[config.mk]
export PLATFORM = sky130hd
export DESIGN_NAME = sccb_master
export DESIGN_NICKNAME = d
export VERILOG_FILES = /design/src/rtl/sccb_master.sv
export SDC_FILE = /design/constraint.sdc
export NUM_CORES = 1
export LEC_CHECK = 0
export CORE_MARGIN = 2
export CORE_UTILIZATION = 47
export DETAILED_ROUTE_END_ITERATION = 10
export PLACE_DENSITY = 0.71
export REMOVE_ABC_BUFFERS = 1
export SETUP_SLACK_MARGIN = 0.5
export SYNTH_ARGS = -nofsm -noshare
export SYNTH_HDL_FRONTEND = slang
export SYNTH_SLANG_ARGS = --single-unit
[constraint.sdc]
create_clock -name clk -period 2.3 [get_ports clk]
set_input_delay 0.69 -clock clk [delete_from_list [all_inputs] [get_ports clk]]
set_output_delay 0.69 -clock clk [all_outputs]
set_load 0.02 [all_outputs]
[src/rtl/sccb_master.sv]
// sccb_master: SCCB / I2C-compatible bit-level master. Executes one 3-phase
// register write, or one 2-phase-write / 2-phase-read register read, per
// accepted request. Drives push-pull SCL and open-drain SDA (via sda_oe).
//
// Optional feature macro: SCCB_ACK_CHECK_EN
//    defined   - ACK slots are evaluated; a NACK sets ack_err and aborts the
//                transaction through STOP.
//    undefined - ACK slots are clocked as SCCB don't-care bits; ack_err stays 0.
//
// state   | meaning
// --------+-----------------------------------------------------------
// IDLE    | bus released, waiting for ena
// START   | start / repeated start condition (4 ticks)
// TX_BYTE | shift out 8 bits, MSB first
// ACK     | SDA released, slave drives the ninth bit
// RX_BYTE | sample 8 bits from the slave, MSB first
// MACK    | master NACK (SDA released) after the read byte
// STOP    | stop condition (4 ticks); may chain into the read phase
module sccb_master #(
   parameter int CLK_DIV = 125
) (
   input  logic       clk,
   input  logic       rst,
   input  logic       ena,
   input  logic [7:0] addr,
   input  logic [7:0] sub_addr,
   input  logic [7:0] data_wr,
   input  logic       rw,
   output logic       busy,
   output logic       ack_err,
   output logic [7:0] data_rd,
   output logic       scl,
   output logic       sda_oe,
   input  logic       sda_in
);

   localparam int CW = $clog2(CLK_DIV);
   localparam logic [CW-1:0] TICK_LOAD = CW'(CLK_DIV - 1);

   typedef enum logic [2:0] {
      S_IDLE,
      S_START,
      S_TX_BYTE,
      S_ACK,
      S_RX_BYTE,
      S_MACK,
      S_STOP
   } state_t;

   state_t         state, state_nxt;
   logic [CW-1:0]  tick_cnt, tick_nxt;
   logic [1:0]     qtr, qtr_nxt;
   logic [2:0]     bit_cnt, bit_nxt;
   logic [1:0]     byte_sel, sel_nxt;
   logic           rd_phase2, phase2_nxt;
   logic [7:0]     addr_q, addr_nxt;
   logic [7:0]     sub_q, sub_nxt;
   logic [7:0]     data_q, data_nxt;
   logic           rw_q, rw_nxt;
   logic [7:0]     tx_sh, tx_nxt;
   logic [7:0]     rx_sh, rx_nxt;
   logic           busy_nxt, ack_err_nxt;
   logic [7:0]     data_rd_nxt;
   logic           scl_nxt, sda_oe_nxt;
   logic           tick;
   logic           scl_mid;

   // State register.
   always_ff @(posedge clk) begin
      if (rst) state <= S_IDLE;
      else     state <= state_nxt;
   end

   // Next-state, datapath and pin decode.
   always_comb begin
      state_nxt   = state;
      tick_nxt    = tick_cnt;
      qtr_nxt     = qtr;
      bit_nxt     = bit_cnt;
      sel_nxt     = byte_sel;
      phase2_nxt  = rd_phase2;
      addr_nxt    = addr_q;
      sub_nxt     = sub_q;
      data_nxt    = data_q;
      rw_nxt      = rw_q;
      tx_nxt      = tx_sh;
      rx_nxt      = rx_sh;
      busy_nxt    = busy;
      ack_err_nxt = ack_err;
      data_rd_nxt = data_rd;
      scl_nxt     = 1'b1;
      sda_oe_nxt  = 1'b0;
      tick        = (tick_cnt == '0);
      scl_mid     = (qtr == 2'd1) || (qtr == 2'd2);

      // Pins follow the current slot; they are registered to stay glitch-free.
      case (state)
         S_START: begin
            scl_nxt    = (qtr <= 2'd1);
            sda_oe_nxt = (qtr != 2'd0);
         end
         S_TX_BYTE: begin
            scl_nxt    = scl_mid;
            sda_oe_nxt = ~tx_sh[7];
         end
         S_ACK, S_RX_BYTE, S_MACK: begin
            scl_nxt    = scl_mid;
         end
         S_STOP: begin
            scl_nxt    = (qtr != 2'd0);
            sda_oe_nxt = (qtr <= 2'd1);
         end
         default: ;
      endcase

      if (state == S_IDLE) begin
         if (ena) begin
            addr_nxt    = addr;
            sub_nxt     = sub_addr;
            data_nxt    = data_wr;
            rw_nxt      = rw;
            busy_nxt    = 1'b1;
            ack_err_nxt = 1'b0;
            phase2_nxt  = 1'b0;
            tick_nxt    = TICK_LOAD;
            qtr_nxt     = 2'd0;
            state_nxt   = S_START;
         end
      end else if (tick) begin
         tick_nxt = TICK_LOAD;
         qtr_nxt  = qtr + 2'd1;

         if (qtr == 2'd2 && state == S_RX_BYTE)
            rx_nxt = {rx_sh[6:0], sda_in};
`ifdef SCCB_ACK_CHECK_EN
         if (qtr == 2'd2 && state == S_ACK && sda_in)
            ack_err_nxt = 1'b1;
`endif

         if (qtr == 2'd3) begin
            case (state)
               S_START: begin
                  // Device address with the R/W bit substituted into bit 0.
                  tx_nxt    = addr_q;
                  tx_nxt[0] = rd_phase2;
                  bit_nxt   = 3'd7;
                  sel_nxt   = 2'd0;
                  state_nxt = S_TX_BYTE;
               end
               S_TX_BYTE: begin
                  if (bit_cnt == 3'd0) begin
                     state_nxt = S_ACK;
                  end else begin
                     bit_nxt = bit_cnt - 3'd1;
                     tx_nxt  = {tx_sh[6:0], 1'b0};
                  end
               end
               S_ACK: begin
                  // ack_err can only be set here when the ACK check is built in.
                  if (ack_err) begin
                     state_nxt = S_STOP;
                  end else begin
                     case (byte_sel)
                        2'd0: begin
                           bit_nxt = 3'd7;
                           if (rd_phase2) begin
                              state_nxt = S_RX_BYTE;
                           end else begin
                              tx_nxt    = sub_q;
                              sel_nxt   = 2'd1;
                              state_nxt = S_TX_BYTE;
                           end
                        end
                        2'd1: begin
                           if (rw_q) begin
                              state_nxt = S_STOP;
                           end else begin
                              tx_nxt    = data_q;
                              bit_nxt   = 3'd7;
                              sel_nxt   = 2'd2;
                              state_nxt = S_TX_BYTE;
                           end
                        end
                        default: state_nxt = S_STOP;
                     endcase
                  end
               end
               S_RX_BYTE: begin
                  if (bit_cnt == 3'd0) state_nxt = S_MACK;
                  else                 bit_nxt   = bit_cnt - 3'd1;
               end
               S_MACK: begin
                  data_rd_nxt = rx_sh;
                  state_nxt   = S_STOP;
               end
               S_STOP: begin
                  // A read chains phase 1 into phase 2 unless it was aborted.
                  if (rw_q && !rd_phase2 && !ack_err) begin
                     phase2_nxt = 1'b1;
                     state_nxt  = S_START;
                  end else begin
                     busy_nxt  = 1'b0;
                     state_nxt = S_IDLE;
                  end
               end
               default: state_nxt = S_IDLE;
            endcase
         end
      end else begin
         tick_nxt = tick_cnt - CW'(1);
      end
   end

   // Datapath and output registers.
   always_ff @(posedge clk) begin
      if (rst) begin
         tick_cnt  <= '0;
         qtr       <= 2'd0;
         bit_cnt   <= 3'd0;
         byte_sel  <= 2'd0;
         rd_phase2 <= 1'b0;
         addr_q    <= 8'h00;
         sub_q     <= 8'h00;
         data_q    <= 8'h00;
         rw_q      <= 1'b0;
         tx_sh     <= 8'h00;
         rx_sh     <= 8'h00;
         busy      <= 1'b0;
         ack_err   <= 1'b0;
         data_rd   <= 8'h00;
         scl       <= 1'b1;
         sda_oe    <= 1'b0;
      end else begin
         tick_cnt  <= tick_nxt;
         qtr       <= qtr_nxt;
         bit_cnt   <= bit_nxt;
         byte_sel  <= sel_nxt;
         rd_phase2 <= phase2_nxt;
         addr_q    <= addr_nxt;
         sub_q     <= sub_nxt;
         data_q    <= data_nxt;
         rw_q      <= rw_nxt;
         tx_sh     <= tx_nxt;
         rx_sh     <= rx_nxt;
         busy      <= busy_nxt;
         ack_err   <= ack_err_nxt;
         data_rd   <= data_rd_nxt;
         scl       <= scl_nxt;
         sda_oe    <= sda_oe_nxt;
      end
   end

endmodule

# Yosys cells after proc, flatten, opt, wreduce, memory -nomap -nowiden
# Index checks and enable logic that the tools add are counted.
[op_classes]
addsub = 3
magnitude_cmp = 1
n_eq_ne = 19
mux = 44
n_bitwise = 2
reduce_logical = 28
[ops]
columns = ["op", "n"]
rows = [
  ["$mux W3", 10],
  ["$mux W8", 3],
  ["$pmux W8 S3", 1],
  ["$mux W7", 3],
  ["$pmux W3 S6", 1],
  ["$pmux W8 S2", 1],
  ["$reduce_and A5 Y1", 3],
  ["$reduce_and A7 Y1", 2],
  ["$mux W1", 13],
  ["$pmux W3 S2", 2],
  ["$reduce_bool A2 Y1", 6],
  ["$mux W2", 5],
  ["$eq A3 B3 Y1 const B", 3],
  ["$ne A3 B3 Y1 const B", 3],
  ["$pmux W3 S3", 1],
  ["$ne A2 B2 Y1 const B", 4],
  ["$pmux W2 S2", 2],
  ["$reduce_and A8 Y1", 1],
  ["$logic_not A7 Y1", 1],
  ["$sub A7 B1 Y7 const B", 1],
  ["$eq A3 B2 Y1 const B", 2],
  ["$logic_not A3 Y1", 2],
  ["$ne A3 B2 Y1 const B", 2],
  ["$pmux W1 S3", 2],
  ["17 further kinds", 23],
]
[word_totals]
regBits = 70
input_bits = 29
out_inout_bits = 12

# Logic depth before layout (Yosys ltp)
# Gate-level depths: netlist of run 1.
[logic_depth]
ltp_word = 7
mapped_depth = 7

# Worst setup path before layout of run 1
# Ideal clock, no wire load.
[synth_path]
path_kind = "input to register"
startpoint = "input port ena"
endpoint = "register tick_cnt[5]"
setup_time_ps = 75
arrival_time_ps = 1694
required_ps = 2225
slack_ps = 531
stages = 4
path_cell_list = "nor4_2 > or4_4 > or4_1 > a31oi_1"
[synth_between]
elab_chain_cells = 1
[synth_rtl]
columns = ["item", "line", "source"]
rows = [
  ["start: declaration", "24", "input logic ena,"],
  ["$ne A2 B2 Y1 (no source line)", "--", ""],
  ["end signal: assignment", "234", "tick_cnt <= tick_nxt;"],
  ["end: declaration", "51", "logic [CW-1:0] tick_cnt, tick_nxt;"],
]
# No other way between the ends.
# A chain may end at the register's enable or synchronous reset.

# Worst setup path in the final report of run 1
[layout_path]
startpoint = "register busy"
endpoint = "output port busy"
[layout_rtl]
columns = ["item", "line", "source"]
rows = [
  ["start: declaration", "29", "output logic busy,"],
  ["start signal: assignment", "245", "busy <= busy_nxt;"],
]
# No word-level cell between the ends.

==> results of run 1 <==
cell type report:
class,count,area (µm²),area share
Multi-Input combinational cell,283,1890,0.450
Clock inverter,7,73.8,0.0176
Inverter,18,67.6,0.0161
Sequential cell,69,1390,0.331
Clock buffer,9,124,0.0296
Tap cell,99,124,0.0296
Timing Repair Buffer,58,527,0.126
cells in the mapped netlist, types with 2 or more instances:
| library cell | instances | share of area |
|---|---|---|
| dfxtp_1 | 69 | 0.40 |
| nand2_1 | 56 | 0.061 |
| a21oi_1 | 51 | 0.074 |
| mux2i_1 | 24 | 0.069 |
| nor2_1 | 24 | 0.026 |
| inv_1 | 16 | 0.017 |
| nand2b_1 | 14 | 0.025 |
| clkbuf_1 | 13 | 0.014 |
| nand3_1 | 11 | 0.016 |
| ha_1 | 8 | 0.029 |
| or4_1 | 8 | 0.017 |
| a311o_1 | 7 | 0.020 |
| o21ai_0 | 7 | 0.010 |
| buf_6 | 5 | 0.016 |
| nor3_1 | 5 | 0.0072 |
| a31oi_1 | 4 | 0.0072 |
| buf_2 | 4 | 0.0058 |
| nor2b_1 | 4 | 0.0072 |
| a41oi_1 | 3 | 0.0076 |
| buf_4 | 3 | 0.0065 |
| xnor2_1 | 3 | 0.0076 |
| a221oi_1 | 2 | 0.0051 |
| a311oi_1 | 2 | 0.0051 |
| and3_1 | 2 | 0.0036 |
| buf_1 | 2 | 0.0022 |
| nand4_1 | 2 | 0.0036 |
| nand4_2 | 2 | 0.0072 |
| nor3b_1 | 2 | 0.0043 |
| o31a_1 | 2 | 0.0051 |
| o32ai_1 | 2 | 0.0051 |
| or2_2 | 2 | 0.0036 |
| or3_1 | 2 | 0.0036 |
stage by stage:
stage	TNS, ns	std cells	cell area, µm²	power (W)
after global placement	-0.00499	524	3950	0.00181
after detailed placement	-0.0120	524	3950	0.00182
after CTS	0	541	4160	0.00281
after floorplan	0	370	3310	0.00162
after global routing	0	543	4190	0.00293
final	0	543	4190	0.00281
layout by cell type (no fill, tap or decap), types with 8 or more instances in the layout:
cell type / Yosys / final
nand2b_1: 14 / 12
dlygate4sd2_1: 0 / 12
nor2_1: 24 / 24
a21oi_1: 51 / 51
dfxtp_1: 69 / 64
buf_4: 3 / 18
clkbuf_8: 0 / 9
nand3_1: 11 / 11
inv_1: 16 / 16
or4_1: 8 / 8
nand2_1: 56 / 55
clkdlybuf4s50_1: 0 / 25
mux2i_1: 24 / 24
kinds of logic after synthesis:
logic type,count (synthesis),synth area share
buf+inv,45,0.0643
xor+xnor,4,0.0101
fa+ha+maj,8,0.0289
simple gates,151,0.247
other cells,1,0.00108
mux,24,0.0694
compound gates,95,0.180
flops,69,0.399
metal layers:
layer | part of all wire | wire length (µm) | global-route usage | up-vias
li1 | - | - | - | 1498
met1 | 0.48 | 3660 | 0.261 | 1428
met2 | 0.46 | 3460 | 0.313 | 59
met3 | 0.042 | 317 | 0.0302 | 11
met4 | 0.020 | 151 | 0.0782 | 0
met5 | 0 | 0 | 0 | -
state kept, by name, indices dropped and copies added, names as in the netlist, 2 cells and up:
register  cells
sub_q         8
state         3
qtr           2
data_rd       8
tick_cnt      7
tx_sh         8
bit_cnt       3
rx_sh         8
data_q        8
byte_sel      2
addr_q        7
final timing paths:
kind / end / depth (start not counted)
worst max-delay path: busy / 1
worst min register to register: sub_q[6]$_SDFFE_PP0P_ / 2
worst max register to register: bit_cnt[2]$_SDFFE_PP0P_ / 6
worst min-delay path: sub_q[6]$_SDFFE_PP0P_ / 2
power groups by stage:
stage	combinational, W	sequential [W]	clock, W
final	0.000482	0.00133	0.000999
after detailed placement	0.000470	0.00135	0
after CTS	0.000471	0.00132	0.00102
after global routing	0.000534	0.00134	0.00106
after floorplan	0.000267	0.00135	0
after global placement	0.000460	0.00135	0
what timing repair did:
action,in CTS,in global routing
setup endpoints to repair,33,29
setup buffers,1,2
resized for setup,23,7
pin swaps,1,0
==> summary.txt, run 1 <==
Floorplanning
  – Core Region: 7180 µm²
  – FP Rows: 31
  – Die Y: 89.8 µm
  – Die X: 89.8 µm
  – Initial Util: 0.483
  – # IOs: 41
  – Die ar.: 8070 µm²

Critical path
  – WP data arrival: 1.07 ns
  – Endpoint type of the worst setup path: output pin
  – Crit start category: register
  – Crit path launch: busy$_SDFFE_PP0P_
  – CP max FO: 2
  – Critical path's top delay family: flip-flops
  – Crit path kind: register to output pin
  – Data required, critical path: 1.61 ns
  – Critical-path cell list: dlygate4sd2_1
  – Reg-to-reg startpoint: tick_cnt[0]$_SDFFE_PP0P_
  – R2R Setup Slk: 0.55 ns
  – Slowest cell delay on critical path: 0.36 ns
  – Slowest CP cell: dfxtp_1
  – Worst path bufs/invs: 1

CTS
  – CTS clk-pin slew, worst paths: 0.08 ns
  – Clock buffer depth: 2
  – Total CTS buffers: 9
  – H-tree Lvls: 3
  – Post-CTS Hold Fix Bufs: 0
  – Worst-Skew Late Latency: 0.35 ns
  – Clock root cell: clkbuf_8
  – CTS tree: done
  – Num Clock Sinks: 69

Pwr
  – Pwr/cell area: 670 nW/µm²
  – Comb pwr share: 0.172
  – Peak supply drop: 0.000375 V
  – Pint: 0.00199 W
  – Sw frac: 0.290
  – Leakage power total: 1.68 nW
  – Share of power burned in registers: 0.473
  – Switching pwr: 0.000814 W
  – Clk network pwr share: 0.356

Cells and area
  – Layout cell share with drive strength beyond 1: 0.155
  – Nets: 476
  – Area growth syn-to-layout: 21.0%
  – Fill count: 653
  – ANT cells: 0
  – Post-layout util: 0.584

Placed design
  – Post-DP HPWL: 5.30 mm
  – Buffers added on ports: 38
  – Pre-CTS setup slack: -0.0120 ns
  – Placer congestion estimate: 0.849

Detailed routing
  – Via density: 5.52
  – Iteration-0 DRC Markers: 145
  – Drc violations: 0
  – Drt wl/cell: 14.0 µm
  – Routed vias: 2996
  – Routed Antenna Nets: 0
  – WL final: 7.58 mm
  – Initial DRT Pass Iterations: 4

GRT
  – Largest net degree at the start of global routing: 31
  – Initial antenna violation count: 0
  – All-Layer GR Usage: 0.194
  – Vias in the first global route: 2802
  – First-pass GRT wire length: 13.1 mm
  – Total global routing overflow: 0

Hold path
  – Min-delay src: sub_q[6]$_SDFFE_PP0P_
  – Hold Path Class: register to register

Timing
  – Unrepaired setup endpoints after global routing: yes
  – Hold Violations, Final: 0
  – Fin crit share: 0.763
  – Minimum clock period: 1.76 ns
  – Hold_ws: 0.459 ns
  – Fmax: 0.570 GHz
  – Final setup margin: 0.545 ns
  – Fin. max-slew vios: 0
  – Setup Viol. Count Final: 0
  – Worst Clk Skew: 0.00769 ns
  – Slew headroom: 0.628
  – Worst slew pin tran: 0.558 ns

Yosys
  – Cell area after synthesis: 3460 µm²
  – Netlist cell types: 68
  – Post-synth EDFFs: 0
  – Top_reg_cell synth: dfxtp_1
  – Syn Area/Cell: 8.72 µm²
  – Mapped Cells: 397
  – Async SR Flop Fraction: 0
  – FF+latch count, synth: 69
  – Ys Warns: 0
  – Seq/Total Area, Yosys: 0.399

Outcome
  – Outcome: complete, no violations

Job
  – Maxcap violations: 0
No activity file was read; power rests on OpenSTA's default activity.
==> run 2: changes to the inputs <==
--- a/config.mk
+++ b/config.mk
@@ -8,7 +8,7 @@
 export CORE_MARGIN = 2
 export CORE_UTILIZATION = 47
 export DETAILED_ROUTE_END_ITERATION = 10
-export PLACE_DENSITY = 0.71
+export PLACE_DENSITY = 0.74
 export REMOVE_ABC_BUFFERS = 1
 export SETUP_SLACK_MARGIN = 0.5
 export SYNTH_ARGS = -nofsm -noshare
==> constraint.sdc (replaced) <==
create_clock -name clk -period 1.55 [get_ports clk]
set_input_delay 0.465 -clock clk [delete_from_list [all_inputs] [get_ports clk]]
set_output_delay 0.465 -clock clk [all_outputs]
set_load 0.02 [all_outputs]
==> run 2 against run 1 <==
Effect of this change: the flow now finishes with violations (setup timing); clock-buffer cell count unchanged; setup slack got worse by 0.81 ns; die area unchanged; via count increased by 27%; combinational power grew to 3.4 times the previous value; sequential power grew 48%; clock skew grew 0.0095 ns; register-to-register slack got worse by 0.82 ns; global-route usage is 4.7 points higher; sequential share of layout area fell by 8.3 points; non-clock buffer count is 75 higher; critical path depth rose by 5; largest power group unchanged.
==> summary.txt, run 2 (synthesized netlist as in run 1, its figures left out) <==
Outcome
  – Outcome: finished with violations
  – Failing checks: setup timing

Timing
  – Worst Clk Skew: 0.0172 ns
  – Fin. max-slew vios: 0
  – Fmax: 0.551 GHz
  – Setup Viol. Count Final: 42
  – Minimum clock period: 1.82 ns
  – Unrepaired setup endpoints after global routing: yes
  – Fin crit share: 1.17
  – Final setup margin: -0.266 ns
  – Hold Violations, Final: 0

Floorplanning
  – Die ar.: 8070 µm²
  – Die X: 89.8 µm
  – # IOs: 41
  – Initial Util: 0.483
  – Die Y: 89.8 µm
  – Core Region: 7180 µm²
  – FP Rows: 31

Pwr
  – Pwr/cell area: 896 nW/µm²
  – Peak supply drop: 0.000616 V
  – Leakage power total: 2.34 nW

CTS
  – Num Clock Sinks: 69
  – CTS clk-pin slew, worst paths: 0.09 ns
  – Clock root cell: clkbuf_8
  – CTS tree: done
  – Worst-Skew Late Latency: 0.37 ns
  – H-tree Lvls: 3
  – Clock buffer depth: 2
  – Total CTS buffers: 9

Critical path
  – Critical R2R Capture: byte_sel[0]$_SDFFE_PP0P_
  – WP data arrival: 2.05 ns
  – Slowest cell delay on critical path: 0.41 ns
  – CP max FO: 3
  – Endpoint type of the worst setup path: register
  – Critical path's top delay family: compound AO/OA/AOI/OAI gates
  – Crit start category: register
  – R2R Setup Slk: -0.27 ns
  – Crit path kind: register to register
  – Data required, critical path: 1.78 ns
  – Worst reg2reg path depth: 6
  – Critical-path cell list: nor4_4, buf_4, buf_6, o211ai_1, o21ai_0, a21oi_1
  – Worst path bufs/invs: 2
  – Reg-to-reg startpoint: tick_cnt[6]$_SDFFE_PP0P_
  – Slowest CP cell: nor4_4

Detailed routing
  – Initial DRT Pass Iterations: 5
  – Drc violations: 0
  – Via density: 6.16
  – Routed vias: 3807
  – Routed Antenna Nets: 0
  – WL final: 13.1 mm
  – Iteration-0 DRC Markers: 420
  – Drt wl/cell: 21.3 µm

Cells and area
  – Commonest non-fill, non-tap cells in the layout: buf_4 (57), dfxtp_1 (47), buf_6 (32)
  – Final std cells w/o fill: 618
  – ANT cells: 0
  – Post-layout util: 0.798
  – Most common cell after layout, fill and taps aside: buf_4
  – Fill count: 384
  – Layout cell share with drive strength beyond 1: 0.534
  – Nets: 551
  – Area growth syn-to-layout: 65.3%

Hold path
  – Hold Path Class: register to register
  – Hold Crit Endpoint: data_q[6]$_SDFFE_PP0P_
  – Min-delay src: data_q[6]$_SDFFE_PP0P_
  – Hold Path Depth: 2

Job
  – Maxcap violations: 0

GRT
  – All-Layer GR Usage: 0.241
  – First-pass GRT wire length: 15.7 mm
  – Initial antenna violation count: 0
  – Vias in the first global route: 3253
  – Largest net degree at the start of global routing: 54
  – Total global routing overflow: 0

Placed design
  – Post-DP HPWL: 5.71 mm
  – Placer congestion estimate: 0.843
  – Buffers added on ports: 38
  – Placed Cells: 568
-- run 2: cell count changes in the layout (fill, tap and decap cells not counted), moves of 13 or more --
cell     delta
a21oi_1    -28
nand2_2    +15
nand2_1    -44
dfxtp_2    +13
buf_4      +39
nand2_4    +29
buf_6      +31
dfxtp_1    -17
a21oi_2    +28
-- run 2: how the worst max path moves through the flow --
stage                             startpoint                       end  slack, ns  cells after the start
floorplan              state[1]$_SDFFE_PP0P_  tick_cnt[5]$_SDFFE_PP0P_      -0.47                      4
global route        tick_cnt[6]$_SDFFE_PP0P_  byte_sel[0]$_SDFFE_PP0P_      -0.28                      7
global placement                         ena  tick_cnt[5]$_SDFFE_PP0P_      -0.51                      5
CTS                 tick_cnt[1]$_SDFFE_PP0P_   bit_cnt[2]$_SDFFE_PP0P_      -0.07                      7
detailed placement                       ena  tick_cnt[5]$_SDFFE_PP0P_      -0.57                      5
finish              tick_cnt[6]$_SDFFE_PP0P_  byte_sel[0]$_SDFFE_PP0P_      -0.27                      6
-- run 2: cell type report --
type,count,area [µm²],share of cell area
Sequential cell,69,1420,0.248
Tap cell,99,124,0.0216
Clock inverter,7,75.1,0.0131
Inverter,18,68.8,0.0120
Multi-Input combinational cell,283,2510,0.439
Timing Repair Buffer,133,1400,0.245
Clock buffer,9,124,0.0216
-- run 2: stage by stage --
| stage | hold WS [ns] | total power [W] | worst slack, ns | instance area (µm²) | setup TNS (ns) |
|---|---|---|---|---|---|
| 4_1_cts | 0.459 | 0.00460 | -0.0718 | 5110 | -0.685 |
| 2_1_floorplan | 0.430 | 0.00240 | -0.472 | 3310 | -15.27 |
| 3_3_place_gp | 0.444 | 0.00281 | -0.512 | 4330 | -13.05 |
| 5_1_grt | 0.492 | 0.00528 | -0.276 | 5720 | -6.63 |
| 6_report | 0.479 | 0.00513 | -0.266 | 5720 | -4.79 |
| 3_5_place_dp | 0.447 | 0.00284 | -0.567 | 4330 | -14.83 |
-- run 2: what timing repair did --
action / CTS / global route
hold buffers: 0 / 0
buffers inserted: 12 / 17
pin swaps: 42 / 52
cloned: 3 / 2
resized for setup: 184 / 100
endpoints found under the setup margin: 80 / 80
-- run 2: report_power, final --
part | internal (W) | switching (W) | total (W)
combinational | 0.000829 | 0.000794 | 0.00162
clock | 0.000748 | 0.000785 | 0.00153
sequential | 0.00187 | 0.000101 | 0.00197
-- run 2: worst min-delay path: cells and delay by family (launching register included) --
kind / cells / cell delay [ns]
AOI/OAI and AO/OA: 1 / 0.03
DFF: 1 / 0.34
and+or+nand+nor: 1 / 0.07
-- run 2: per-layer routing --
layer | vias up | global-route usage | wire length (µm)
li1 | 1646 | - | -
met1 | 1822 | 0.305 | 5120
met2 | 251 | 0.403 | 6400
met3 | 88 | 0.0335 | 883
met4 | 0 | 0.117 | 744
met5 | - | 0 | 0
